File: src/rtl/lector_capa_pkg.sv
// ============================================================================
// Module : lector_capa_pkg
// Brief  : Shared constants, FSM encoding and arbitration helpers for lector_capa.
// Rev    : 1.0
// ============================================================================
`default_nettype none

package lector_capa_pkg;

    localparam int NUM_PORTS = 4;

    localparam logic [1:0] IDLE   = 2'd0;
    localparam logic [1:0] ACTIVE = 2'd1;
    localparam logic [1:0] DRAIN  = 2'd2;

    localparam logic [2:0] IDX_TOTAL = 3'd4;

    typedef logic [1:0] port_t;

    // Returns {found, port}: first candidate at or after ptr, wrapping around.
    function automatic logic [2:0] rr_pick(input logic [NUM_PORTS-1:0] cand, input port_t ptr);
        logic [2:0] pick;
        port_t      k;
        pick = 3'b000;
        for (int i = NUM_PORTS - 1; i >= 0; i--) begin
            k = ptr + port_t'(i);
            if (cand[k]) pick = {1'b1, k};
        end
        return pick;
    endfunction

    function automatic port_t onehot_to_port(input logic [NUM_PORTS-1:0] oh);
        port_t p;
        p = '0;
        for (int i = 0; i < NUM_PORTS; i++) begin
            if (oh[i]) p = port_t'(i);
        end
        return p;
    endfunction

endpackage

`default_nettype wire

File: src/rtl/lector_capa_if.sv
// ============================================================================
// Module : lector_capa_if
// Brief  : Output word stream and counter-read port of lector_capa.
// Rev    : 1.0
// ============================================================================
`default_nettype none

interface lector_capa_if #(
    parameter int DATA_WIDTH = 12,
    parameter int CNT_WIDTH  = 8
);
    logic [DATA_WIDTH-1:0] data_out;
    logic [1:0]            port_out;
    logic                  valid_out;
    logic                  ready_out;
    logic                  req;
    logic [2:0]            idx;
    logic [CNT_WIDTH-1:0]  salida_contador;
    logic                  valid_contador;

    modport master (
        output data_out, port_out, valid_out, salida_contador, valid_contador,
        input  ready_out, req, idx
    );

    modport slave (
        input  data_out, port_out, valid_out, salida_contador, valid_contador,
        output ready_out, req, idx
    );
endinterface

`default_nettype wire

File: src/rtl/lector_capa_buffer_salida_2.sv
// ============================================================================
// Module : buffer_salida_2
// Brief  : Two-entry in-order output FIFO holding a data word and its port tag.
// Rev    : 1.0
// ============================================================================
`default_nettype none

module buffer_salida_2
    import lector_capa_pkg::*;
#(
    parameter int DATA_WIDTH = 12
) (
    input  wire logic                  clk,
    input  wire logic                  reset,
    input  wire logic                  enq,
    input  wire logic [DATA_WIDTH-1:0] enq_data,
    input  wire port_t                 enq_port,
    input  wire logic                  deq,
    output logic [DATA_WIDTH-1:0]      data_out,
    output port_t                      port_out,
    output logic                       valid,
    output logic [1:0]                 occupancy
);

    logic [DATA_WIDTH-1:0] r_data [2];
    port_t                 r_port [2];
    logic                  r_rd;
    logic                  r_wr;
    logic [1:0]            r_count;
    logic                  w_deq;

    assign w_deq = deq && (r_count != 2'd0);

    always_ff @(posedge clk or posedge reset) begin
        if (reset) begin
            for (int i = 0; i < 2; i++) begin
                r_data[i] <= '0;
                r_port[i] <= '0;
            end
            r_rd    <= 1'b0;
            r_wr    <= 1'b0;
            r_count <= 2'd0;
        end else begin
            if (enq) begin
                r_data[r_wr] <= enq_data;
                r_port[r_wr] <= enq_port;
                r_wr         <= ~r_wr;
            end
            if (w_deq) r_rd <= ~r_rd;
            case ({enq, w_deq})
                2'b10:   r_count <= r_count + 2'd1;
                2'b01:   r_count <= r_count - 2'd1;
                default: r_count <= r_count;
            endcase
        end
    end

    assign data_out  = r_data[r_rd];
    assign port_out  = r_port[r_rd];
    assign valid     = (r_count != 2'd0);
    assign occupancy = r_count;

    a_no_overflow: assert property (@(posedge clk) disable iff (reset)
        !(enq && !w_deq && (r_count == 2'd2)));

endmodule

`default_nettype wire

File: src/rtl/lector_capa.sv
// ============================================================================
// Module : lector_capa
// Brief  : Round-robin drain reader for four blue FIFOs with per-port counters.
// Rev    : 1.0
// ============================================================================
`default_nettype none

module lector_capa
    import lector_capa_pkg::*;
#(
    parameter int DATA_WIDTH = 12,
    parameter int CNT_WIDTH  = 8
) (
    input  wire logic                  clk,
    input  wire logic                  reset,
    input  wire logic                  Enable,
    input  wire logic [NUM_PORTS-1:0]  fifo_empty,
    input  wire logic [DATA_WIDTH-1:0] data_in_p0,
    input  wire logic [DATA_WIDTH-1:0] data_in_p1,
    input  wire logic [DATA_WIDTH-1:0] data_in_p2,
    input  wire logic [DATA_WIDTH-1:0] data_in_p3,
    output logic [NUM_PORTS-1:0]       pop_fifo_azules,
    output logic                       idle,
    lector_capa_if.master              bus
);

    localparam logic [CNT_WIDTH-1:0] c_cnt_one = {{(CNT_WIDTH-1){1'b0}}, 1'b1};

    logic [1:0]            r_state;
    port_t                 r_ptr;
    logic [NUM_PORTS-1:0]  r_pop;
    logic                  r_tag_vld;
    port_t                 r_tag_port;
    logic [CNT_WIDTH-1:0]  r_cnt [NUM_PORTS];
    logic [CNT_WIDTH-1:0]  r_total;
    logic [CNT_WIDTH-1:0]  r_salida;
    logic                  r_valid_cnt;

    logic [1:0]            w_occ;
    logic                  w_valid;
    logic                  w_deq;
    logic [2:0]            w_load;
    logic                  w_room;
    logic [NUM_PORTS-1:0]  w_cand;
    logic [2:0]            w_pick;
    logic                  w_issue;
    logic [DATA_WIDTH-1:0] w_enq_data;
    logic [DATA_WIDTH-1:0] w_buf_data;
    port_t                 w_buf_port;
    logic [CNT_WIDTH-1:0]  w_sel_cnt;

    assign w_deq = w_valid && bus.ready_out;

    // Credit check covers both pipeline stages: the pop on the wire and the word being captured.
    assign w_load  = {1'b0, w_occ} + {2'b00, |r_pop} + {2'b00, r_tag_vld};
    assign w_room  = (w_load - {2'b00, w_deq}) < 3'd2;
    assign w_cand  = ~fifo_empty & ~r_pop;
    assign w_pick  = rr_pick(w_cand, r_ptr);
    assign w_issue = (r_state == ACTIVE) && Enable && w_room && w_pick[2];

    always_ff @(posedge clk or posedge reset) begin
        if (reset) begin
            r_state <= IDLE;
        end else begin
            case (r_state)
                IDLE:    if (Enable) r_state <= ACTIVE;
                ACTIVE:  if (!Enable) r_state <= DRAIN;
                DRAIN: begin
                    if (Enable)
                        r_state <= ACTIVE;
                    else if ((r_pop == '0) && !r_tag_vld && (w_occ == 2'd0))
                        r_state <= IDLE;
                end
                default: r_state <= IDLE;
            endcase
        end
    end

    always_ff @(posedge clk or posedge reset) begin
        if (reset) begin
            r_pop      <= '0;
            r_ptr      <= '0;
            r_tag_vld  <= 1'b0;
            r_tag_port <= '0;
        end else begin
            r_pop      <= w_issue ? (4'b0001 << w_pick[1:0]) : 4'b0000;
            if (w_issue) r_ptr <= w_pick[1:0] + 2'd1;
            r_tag_vld  <= |r_pop;
            r_tag_port <= onehot_to_port(r_pop);
        end
    end

    always_comb begin
        w_enq_data = data_in_p0;
        case (r_tag_port)
            2'd1:    w_enq_data = data_in_p1;
            2'd2:    w_enq_data = data_in_p2;
            2'd3:    w_enq_data = data_in_p3;
            default: w_enq_data = data_in_p0;
        endcase
    end

    buffer_salida_2 #(
        .DATA_WIDTH (DATA_WIDTH)
    ) u_buf (
        .clk       (clk),
        .reset     (reset),
        .enq       (r_tag_vld),
        .enq_data  (w_enq_data),
        .enq_port  (r_tag_port),
        .deq       (w_deq),
        .data_out  (w_buf_data),
        .port_out  (w_buf_port),
        .valid     (w_valid),
        .occupancy (w_occ)
    );

    always_ff @(posedge clk or posedge reset) begin
        if (reset) begin
            for (int i = 0; i < NUM_PORTS; i++) r_cnt[i] <= '0;
            r_total <= '0;
        end else if (w_deq) begin
            for (int i = 0; i < NUM_PORTS; i++) begin
                if (w_buf_port == port_t'(i)) r_cnt[i] <= r_cnt[i] + c_cnt_one;
            end
            r_total <= r_total + c_cnt_one;
        end
    end

    always_comb begin
        w_sel_cnt = '0;
        if (!bus.idx[2])
            w_sel_cnt = r_cnt[bus.idx[1:0]];
        else if (bus.idx == IDX_TOTAL)
            w_sel_cnt = r_total;
    end

    // Counter reads sample pre-edge values, so a same-cycle increment is not yet visible.
    always_ff @(posedge clk or posedge reset) begin
        if (reset) begin
            r_salida    <= '0;
            r_valid_cnt <= 1'b0;
        end else begin
            r_valid_cnt <= bus.req;
            if (bus.req) r_salida <= w_sel_cnt;
        end
    end

    assign pop_fifo_azules     = r_pop;
    assign bus.data_out        = w_buf_data;
    assign bus.port_out        = w_buf_port;
    assign bus.valid_out       = w_valid;
    assign bus.salida_contador = r_salida;
    assign bus.valid_contador  = r_valid_cnt;
    assign idle = (r_pop == '0) && !r_tag_vld && (w_occ == 2'd0) && (&fifo_empty);

endmodule

`default_nettype wire
File: src/flat_wrapper.sv
// flat-port wrapper written by rule: the top's interface ports become plain ports
module lector_capa_flat import lector_capa_pkg::*;
#(
    parameter int DATA_WIDTH = 12,
    parameter int CNT_WIDTH  = 8
)
  (clk, reset, Enable, fifo_empty, data_in_p0, data_in_p1, data_in_p2, data_in_p3, pop_fifo_azules, idle, bus_data_out, bus_port_out, bus_valid_out, bus_salida_contador, bus_valid_contador, bus_ready_out, bus_req, bus_idx);
  lector_capa_if #(.DATA_WIDTH(DATA_WIDTH), .CNT_WIDTH(CNT_WIDTH)) bus_i ();
  input  wire logic clk;
  input  wire logic reset;
  input  wire logic Enable;
  input  wire logic [NUM_PORTS-1:0] fifo_empty;
  input  wire logic [DATA_WIDTH-1:0] data_in_p0;
  input  wire logic [DATA_WIDTH-1:0] data_in_p1;
  input  wire logic [DATA_WIDTH-1:0] data_in_p2;
  input  wire logic [DATA_WIDTH-1:0] data_in_p3;
  output logic [NUM_PORTS-1:0] pop_fifo_azules;
  output logic idle;
  output wire logic [$bits(bus_i.data_out)-1:0] bus_data_out;
  output wire logic [$bits(bus_i.port_out)-1:0] bus_port_out;
  output wire logic [$bits(bus_i.valid_out)-1:0] bus_valid_out;
  output wire logic [$bits(bus_i.salida_contador)-1:0] bus_salida_contador;
  output wire logic [$bits(bus_i.valid_contador)-1:0] bus_valid_contador;
  input wire logic [$bits(bus_i.ready_out)-1:0] bus_ready_out;
  input wire logic [$bits(bus_i.req)-1:0] bus_req;
  input wire logic [$bits(bus_i.idx)-1:0] bus_idx;
  assign bus_data_out = bus_i.data_out;
  assign bus_port_out = bus_i.port_out;
  assign bus_valid_out = bus_i.valid_out;
  assign bus_salida_contador = bus_i.salida_contador;
  assign bus_valid_contador = bus_i.valid_contador;
  assign bus_i.ready_out = bus_ready_out;
  assign bus_i.req = bus_req;
  assign bus_i.idx = bus_idx;
  lector_capa #(.DATA_WIDTH(DATA_WIDTH), .CNT_WIDTH(CNT_WIDTH)) u_core (.clk(clk), .reset(reset), .Enable(Enable), .fifo_empty(fifo_empty), .data_in_p0(data_in_p0), .data_in_p1(data_in_p1), .data_in_p2(data_in_p2), .data_in_p3(data_in_p3), .pop_fifo_azules(pop_fifo_azules), .idle(idle), .bus(bus_i));
endmodule
File: config.mk
export PLATFORM = sky130hd
export DESIGN_NAME = lector_capa_flat
export DESIGN_NICKNAME = d
export VERILOG_FILES = /design/src/rtl/lector_capa_pkg.sv /design/src/rtl/lector_capa_if.sv /design/src/rtl/lector_capa_buffer_salida_2.sv /design/src/rtl/lector_capa.sv /design/src/flat_wrapper.sv
export SDC_FILE = /design/constraint.sdc
export NUM_CORES = 1
export LEC_CHECK = 0
export CAP_MARGIN = 30
export CORE_MARGIN = 2
export CORE_UTILIZATION = 49
export CTS_BUF_LIST = sky130_fd_sc_hd__clkbuf_2
export DETAILED_ROUTE_END_ITERATION = 8
export GPL_TIMING_DRIVEN = 0
export PLACE_DENSITY = 0.9
export SETUP_SLACK_MARGIN = 0.4
export SYNTH_ARGS = -nofsm -noshare
export SYNTH_HDL_FRONTEND = slang
export SYNTH_SLANG_ARGS = --single-unit
File: constraint.sdc
create_clock -name clk -period 3.45 [get_ports clk]
set_clock_uncertainty 0.05 [all_clocks]
set_input_delay 0.8625 -clock clk [delete_from_list [all_inputs] [get_ports clk]]
set_output_delay 0.8625 -clock clk [all_outputs]
set_load 0.01 [all_outputs]
==> impl_metrics.yaml <==
status:
  status: "complete, no violations"
placed_design:
  postPlaceCellArea_um2: 5770
  dp_cells: 570
  dp_hpwl_um: 7470
  port_buffers: 86
  gp_congestion: 0.826
  pre_cts_slack_ps: -486
worst_setup_path:
  cp_common_cell: "ha_4"
  r2r_setup_slack_ps: 350
  startpoint: "u_core.pop_fifo_azules[3]"
  path_class: "flip-flop to flip-flop"
  max_stage_delay_ps: 510
  crit_path_end: "u_core.r_ptr[1]"
  worstPathRequired_ps: 3880
  critPathArrivalTime_ps: 3530
  reg2reg_depth: 11
  worst-path-max-fanout: 5
  r2r_end: "u_core.r_ptr[1]"
  cp_cell_sequence: "or2_4 -> nor3_4 -> ha_4 -> inv_2 -> ha_4 -> a21o_1 -> fa_2 -> xnor2_1 -> or4b_4 -> nor2_4 -> mux2_4"
  slowest_stage: "or4b_4"
  startpoint_type: "flip-flop"
  r2r-start: "u_core.pop_fifo_azules[3]"
  end_kind: "flip-flop"
synth:
  syn_nets: 426
  synth_seq_cells: 92
  ys.flop_type: "dfrtp_1"
  yosys.cell_count.top_type: "dfrtp_1"
  seq_area_frac_synth_pct: 49.4
  syn_area_per_cell_um2: 13.2
  postSynthCellCount: 353
  synth_edf_count: 0
  synthesis.yosys.warnings: 0
  synth.top_cell.area_share_pct: 49.4
  yosys-top-cells-area: "dfrtp_1, mux2_2, mux4_2"
  synth.distinct_cells: 47
  synthArstFlopShare_pct: 100
  synth_area_um2: 4660
  ys_top_cells_by_count: "dfrtp_1, mux2_2, xnor2_1, mux4_2, nor2_1"
  yosys.area.top_type: "dfrtp_1"
floorplan:
  dieWidth_um: 102
  die_area_um2: 10300
  io_pins: 89
  core_area_um2: 9240
  die_h_um: 102
  start_util_pct: 50.4
  rows: 35
sta:
  rsz0062_at_grt: "yes"
  setup_ws_ps: 349
  tns_ps: 0
  drv_slew: 0
  worstMarginPinSlew_ps: 883
  hold_ws_ps: 441
  period_minus_slack_ps: 3100
  post-route-period-util_pct: 89.9
  setup_viol: 0
  slew_headroom_pct: 40.7
  fmax_mhz: 322
  hold_violations: 0
grt:
  grt_pass1_wl_um: 17100
  grt_overflow: 0
  grt_pass1_vias: 3582
  antenna_found_initial: 0
  grt_usage_pct: 21.6
  grt_max_degree: 40
drt:
  drt_iter0_drc: 173
  dr.pass1.iters: 4
  viasPerCell: 5.50
  postRouteAntennaNets: 0
  drc_errors: 0
  dr_total_vias: 3267
  drt_wl_total_um: 10200
  wl_per_cell_um: 17.1
final_layout:
  n_fill_cell: 640
  multi_input_area_um2: 2310
  finalInstanceArea_um2: 5990
  drive_gt1_share_pct: 26.7
  final_nets: 533
  final_core_util_pct: 64.8
  regArea_um2: 2300
  antennaDiodeCount: 0
  syn_to_final_growth_pct: 28.6
  fin_cells: 594
power_and_ir_drop:
  power_mw: 3.75
  power_switching_mw: 1.31
  swShare_pct: 34.8
  peakVddDrop_mv: 0.257
  p_leak_nw: 2.63
  p_clk_share_pct: 14.8
  p_int_mw: 2.44
  power.density_nw_per_um2: 626
  p_comb_share_pct: 41.9
  sequentialPowerShare_pct: 43.2
cts:
  cts_tree: "built"
  worst_skew_pair.late_latency_ps: 580
  clock_sinks: 92
  htreeDepth: 3
  clock_path_buffers: 2
  numCtsBuffers: 9
  cts-root-buf: "clkbuf_2"
  clkTransAtPathRegs_ps: 260
  holdBufCountCts: 0
hold_path:
  holdPathStages: 1
  min_path_type: "flip-flop to flip-flop"
job:
  maxCapViolations: 0
layer usage:
layer  global-route usage, %  vias up  wire, µm
li1                        -     1495         -
met1                    26.4     1655      4210
met2                    38.1       97      5340
met3                    3.80       20       382
met4                    8.11        0       229
met5                       0        -         0
flip-flops by register name, indices dropped and copies added (netlist names):
register,count
u_core.pop_fifo_azules,4
u_core.r_tag_port,2
u_core.r_ptr,2
u_core.u_buf.r_wr,1
u_core.u_buf.occupancy,2
u_core.bus.valid_contador,1
u_core.r_state,2
u_core.bus.salida_contador,8
u_core.u_buf.r_port,4
u_core.u_buf.r_data,24
u_core.r_cnt,32
u_core.r_tag_vld,1
u_core.r_total,8
u_core.u_buf.r_rd,1
timing repair:
action                                  4_1_cts  5_1_grt
gates resized for setup                      14        9
pin swaps                                     2        2
buffers inserted                              7        1
endpoints found under the setup margin       18       15
cells in the final DEF, fill, tap and decap left out, drive strengths merged, types with 2 or more instances in the layout:
cell type,n
a22oi,8
clkinv,4
inv,13
nand4,8
mux4,20
nor4,6
clkdlybuf4s50,76
o21ai,2
or3,2
ha,12
dlygate4sd2,2
xnor2,28
nor2,21
buf,19
and3,3
nand3,15
mux2,45
nand2,12
dlymetal6s2s,7
and2,4
clkbuf,13
nor3,7
or2,4
a21oi,10
and4,2
dfrtp,92
mux2i,2
a21o,2
xor2,13
area by class of cell:
| class | count | share of cell area (%) |
|---|---|---|
| clock buffers | 9 | 0.752 |
| plain buffers | 12 | 1.19 |
| flip-flops and latches | 92 | 38.4 |
| inverters | 12 | 0.940 |
| well taps | 129 | 2.69 |
| repair buffers | 96 | 16.2 |
| clock inverters | 7 | 1.19 |
| multi-input cells | 237 | 38.6 |
critical path, delay by kind of cell, from the launching register on:
family	cells	cell delay, ps
DFF	1	440
and+or+nand+nor	4	1110
buffers and inverters	1	60
AOI/OAI and AO/OA	1	170
muxes	1	310
xor gates and xnor gates	1	140
adders and majority gates	3	760
power groups by stage:
stage / clock network, mW / registers [mW] / logic, mW
detailed placement: 0 / 1.63 / 1.53
floorplan: 0 / 1.58 / 1.01
global route: 0.612 / 1.66 / 1.72
finish: 0.556 / 1.62 / 1.57
CTS: 0.556 / 1.61 / 1.59
global placement: 0 / 1.61 / 1.46
logic make-up (layout without fill, tap and decap cells):
family / after synthesis / after routing / share of synthesized area [%]
XOR/XNOR: 41 / 41 / 7.70
buffers and inverters: 24 / 136 / 2.36
adder cells (fa/ha/maj): 13 / 13 / 3.65
flip-flops: 92 / 92 / 49.4
AND/OR/NAND/NOR: 88 / 88 / 11.4
AO/OA/AOI/OAI: 28 / 28 / 4.00
multiplexers: 67 / 67 / 21.5
worst min-delay path by stage:
stage / startpoint / end / slack, ps
after global routing: u_core.r_cnt[31] / u_core.r_cnt[31] / 460
after detailed placement: u_core.r_cnt[7] / u_core.r_cnt[7] / 410
after floorplan: u_core.r_cnt[15] / u_core.r_cnt[15] / 390
final: u_core.r_cnt[7] / u_core.r_cnt[7] / 440
after global placement: u_core.r_cnt[7] / u_core.r_cnt[7] / 410
after CTS: u_core.r_cnt[7] / u_core.r_cnt[7] / 440
Power figures use the tool's default switching activity.
==> RTL edit (same settings) <==
`DATA_WIDTH` is set to 12 in 4 places; all go to 8.
--- a/src/rtl/lector_capa_if.sv
+++ b/src/rtl/lector_capa_if.sv
@@ -7,5 +7,5 @@
 
 interface lector_capa_if #(
-    parameter int DATA_WIDTH = 12,
+    parameter int DATA_WIDTH = 8,
     parameter int CNT_WIDTH  = 8
 );
--- a/src/rtl/lector_capa_buffer_salida_2.sv
+++ b/src/rtl/lector_capa_buffer_salida_2.sv
@@ -9,5 +9,5 @@
     import lector_capa_pkg::*;
 #(
-    parameter int DATA_WIDTH = 12
+    parameter int DATA_WIDTH = 8
 ) (
     input  wire logic                  clk,
--- a/src/rtl/lector_capa.sv
+++ b/src/rtl/lector_capa.sv
@@ -9,5 +9,5 @@
     import lector_capa_pkg::*;
 #(
-    parameter int DATA_WIDTH = 12,
+    parameter int DATA_WIDTH = 8,
     parameter int CNT_WIDTH  = 8
 ) (
--- a/src/flat_wrapper.sv
+++ b/src/flat_wrapper.sv
@@ -2,5 +2,5 @@
 module lector_capa_flat import lector_capa_pkg::*;
 #(
-    parameter int DATA_WIDTH = 12,
+    parameter int DATA_WIDTH = 8,
     parameter int CNT_WIDTH  = 8
 )
Ports: changed (5 resized); port bits go from 89 to 69. No check against the original RTL was run, so the function may have changed too.
==> RTL edit against the original RTL <==
  * Non-clock buffer count fell by 24
  * Routed wire length decreased by 13%
  * Total power fell by 13%
  * Sequential cell count down 8
  * Worst setup slack got worse by 0.0047 ns
  * Critical path depth shrank 1
  * Final cell count down 12%
  * Cell area is 13% lower
  * Largest power group unchanged
  * Synthesized area fell by 11%
==> RTL edit: results (changes against the original RTL) <==
{
  "status": {"value": "complete, no violations", "change": "unchanged"},
  "wl_per_cell": {"value": 16.9, "unit": "um", "change": "was 17.1 um"},
  "i_o_buffers": {"value": 66, "change": "was 86"},
  "post_synth_mux_area_share": {"value": 18.6, "unit": "%", "change": "was 21.5%"},
  "number_of_fill_cells_in_the_layout": {"value": 627, "change": "was 640"},
  "reg_top3": {"value": "u_core.r_cnt (32), u_core.u_buf.r_data (16)", "change": "was u_core.r_cnt (32), u_core.u_buf.r_data (24)"},
  "compound_gate_fraction_of_synth_area": {"value": 4.57, "unit": "%", "change": "was 4.00%"},
  "worst_ir_drop_vdd": {"value": 0.299, "unit": "mV", "change": "was 0.257 mV"},
  "post_place_cells": {"value": 497, "change": "was 570"},
  "cellInternalPower": {"value": 2.08, "unit": "mW", "change": "was 2.44 mW"},
  "synth-xor-area-share": {"value": 8.63, "unit": "%", "change": "was 7.70%"},
  "fraction_of_final_layout_cells_sized_beyond_drive_strength_1": {"value": 25.2, "unit": "%", "change": "was 26.7%"},
  "via_per_inst": {"value": 5.64, "change": "was 5.50"},
  "grt_max_degree": {"value": 35, "change": "was 40"},
  "first_pass_iters": {"value": 5, "change": "was 4"},
  "drt-initial-drc-count": {"value": 155, "change": "was 173"},
  "worst_skew_pair.late_latency": {"value": 0.55, "unit": "ns", "change": "was 0.58 ns"},
  "post_dp_hpwl": {"value": 6300, "unit": "um", "change": "was 7470 um"},
  "postSynthNetCount": {"value": 381, "change": "was 426"},
  "synthTopCellsByCount": {"value": "sky130_fd_sc_hd__dfrtp_1 (84), sky130_fd_sc_hd__mux2_2 (34), sky130_fd_sc_hd__xnor2_1 (30), sky130_fd_sc_hd__nor2_1 (20), sky130_fd_sc_hd__mux4_2 (16)", "change": "was sky130_fd_sc_hd__dfrtp_1 (92), sky130_fd_sc_hd__mux2_2 (45), sky130_fd_sc_hd__xnor2_1 (28), sky130_fd_sc_hd__mux4_2 (20), sky130_fd_sc_hd__nor2_1 (20)"},
  "synth.avg_cell_area": {"value": 12.8, "unit": "sq um", "change": "was 13.2 sq um"},
  "final_nets": {"value": 468, "change": "was 533"},
  "routed_wl": {"value": 8790, "unit": "um", "change": "was 10200 um"},
  "cp_data_arrival_time": {"value": 3.51, "unit": "ns", "change": "was 3.53 ns"},
  "clkSlewWorstSetupHoldPaths": {"value": 0.24, "unit": "ns", "change": "was 0.26 ns"},
  "relSlewSlack": {"value": 39.4, "unit": "%", "change": "was 40.7%"}
}
RTL edit: per-layer routing:
layer	wire length, um	global-route usage (%)
met5	0	0
met4	107	6.55
met3	391	4.39
met2	4600	33.9
met1	3690	27.1
RTL edit: cell type report:
type                    count  area [sq um]  area share [%]
plain buffers               8          50.0           0.955
clock inverters             7          57.6            1.10
flip-flops and latches     84          2100            40.1
inverters                  12          53.8            1.03
multi-input cells         220          2040            39.0
clock buffers               9          45.0           0.859
well taps                 105           131            2.51
repair buffers             76           757            14.4
RTL edit: worst max-delay path: stages, from the launching register on:
cell and delay, ns:
sky130_fd_sc_hd__dfrtp_1 0.43, sky130_fd_sc_hd__or4_4 0.56, sky130_fd_sc_hd__inv_2 0.08, sky130_fd_sc_hd__ha_4 0.19, sky130_fd_sc_hd__inv_2 0.06, sky130_fd_sc_hd__ha_4 0.18, sky130_fd_sc_hd__a21o_1 0.16, sky130_fd_sc_hd__fa_2 0.44
sky130_fd_sc_hd__nor4b_4 0.28, sky130_fd_sc_hd__o31a_1 0.28, sky130_fd_sc_hd__mux2_4 0.32
RTL edit: worst paths after layout:
path,start,endpoint,slack (ns)
setup / recovery,u_core.pop_fifo_azules[1],u_core.r_ptr[1],0.34
hold / removal,u_core.r_cnt[23],u_core.r_cnt[23],0.44
setup reg to reg,u_core.pop_fifo_azules[1],u_core.r_ptr[1],0.34
hold reg to reg,u_core.r_cnt[23],u_core.r_cnt[23],0.44
max in group asynchronous,reset,u_core.r_state[0],2.01
min in group asynchronous,reset,u_core.bus.salida_contador[3],0.56
RTL edit: cells by family (layout without fill, tap and decap cells):
group	after synthesis	in the layout
muxes	52	52
adders and majority gates	13	13
AOI/OAI and AO/OA	28	28
buffers and inverters	20	112
DFF	84	84
and+or+nand+nor	86	86
xor gates and xnor gates	41	41
RTL edit: power by group through the flow:
stage          clock network, mW  registers [mW]  logic, mW
2_1_floorplan                  0            1.41      0.837
3_3_place_gp                   0            1.45       1.18
3_5_place_dp                   0            1.47       1.24
4_1_cts                    0.489            1.45       1.31
5_1_grt                    0.529            1.49       1.44
6_report                   0.475            1.46       1.32
RTL edit: per-stage QoR:
| step | total power [mW] | setup WS, ns |
|---|---|---|
| 2_1_floorplan | 2.25 | 0.169 |
| 3_3_place_gp | 2.63 | -0.549 |
| 3_5_place_dp | 2.71 | -0.569 |
| 4_1_cts | 3.24 | 0.362 |
| 5_1_grt | 3.46 | 0.264 |
| 6_report | 3.25 | 0.344 |
RTL edit: repair_timing:
| item | 4_1_cts | 5_1_grt |
|---|---|---|
| gates cloned | 0 | 0 |
| pin swaps | 1 | 0 |
| hold buffers | 0 | 0 |
| endpoints found under the setup margin | 9 | 9 |
| setup buffers | 7 | 1 |
| resized for setup | 11 | 4 |
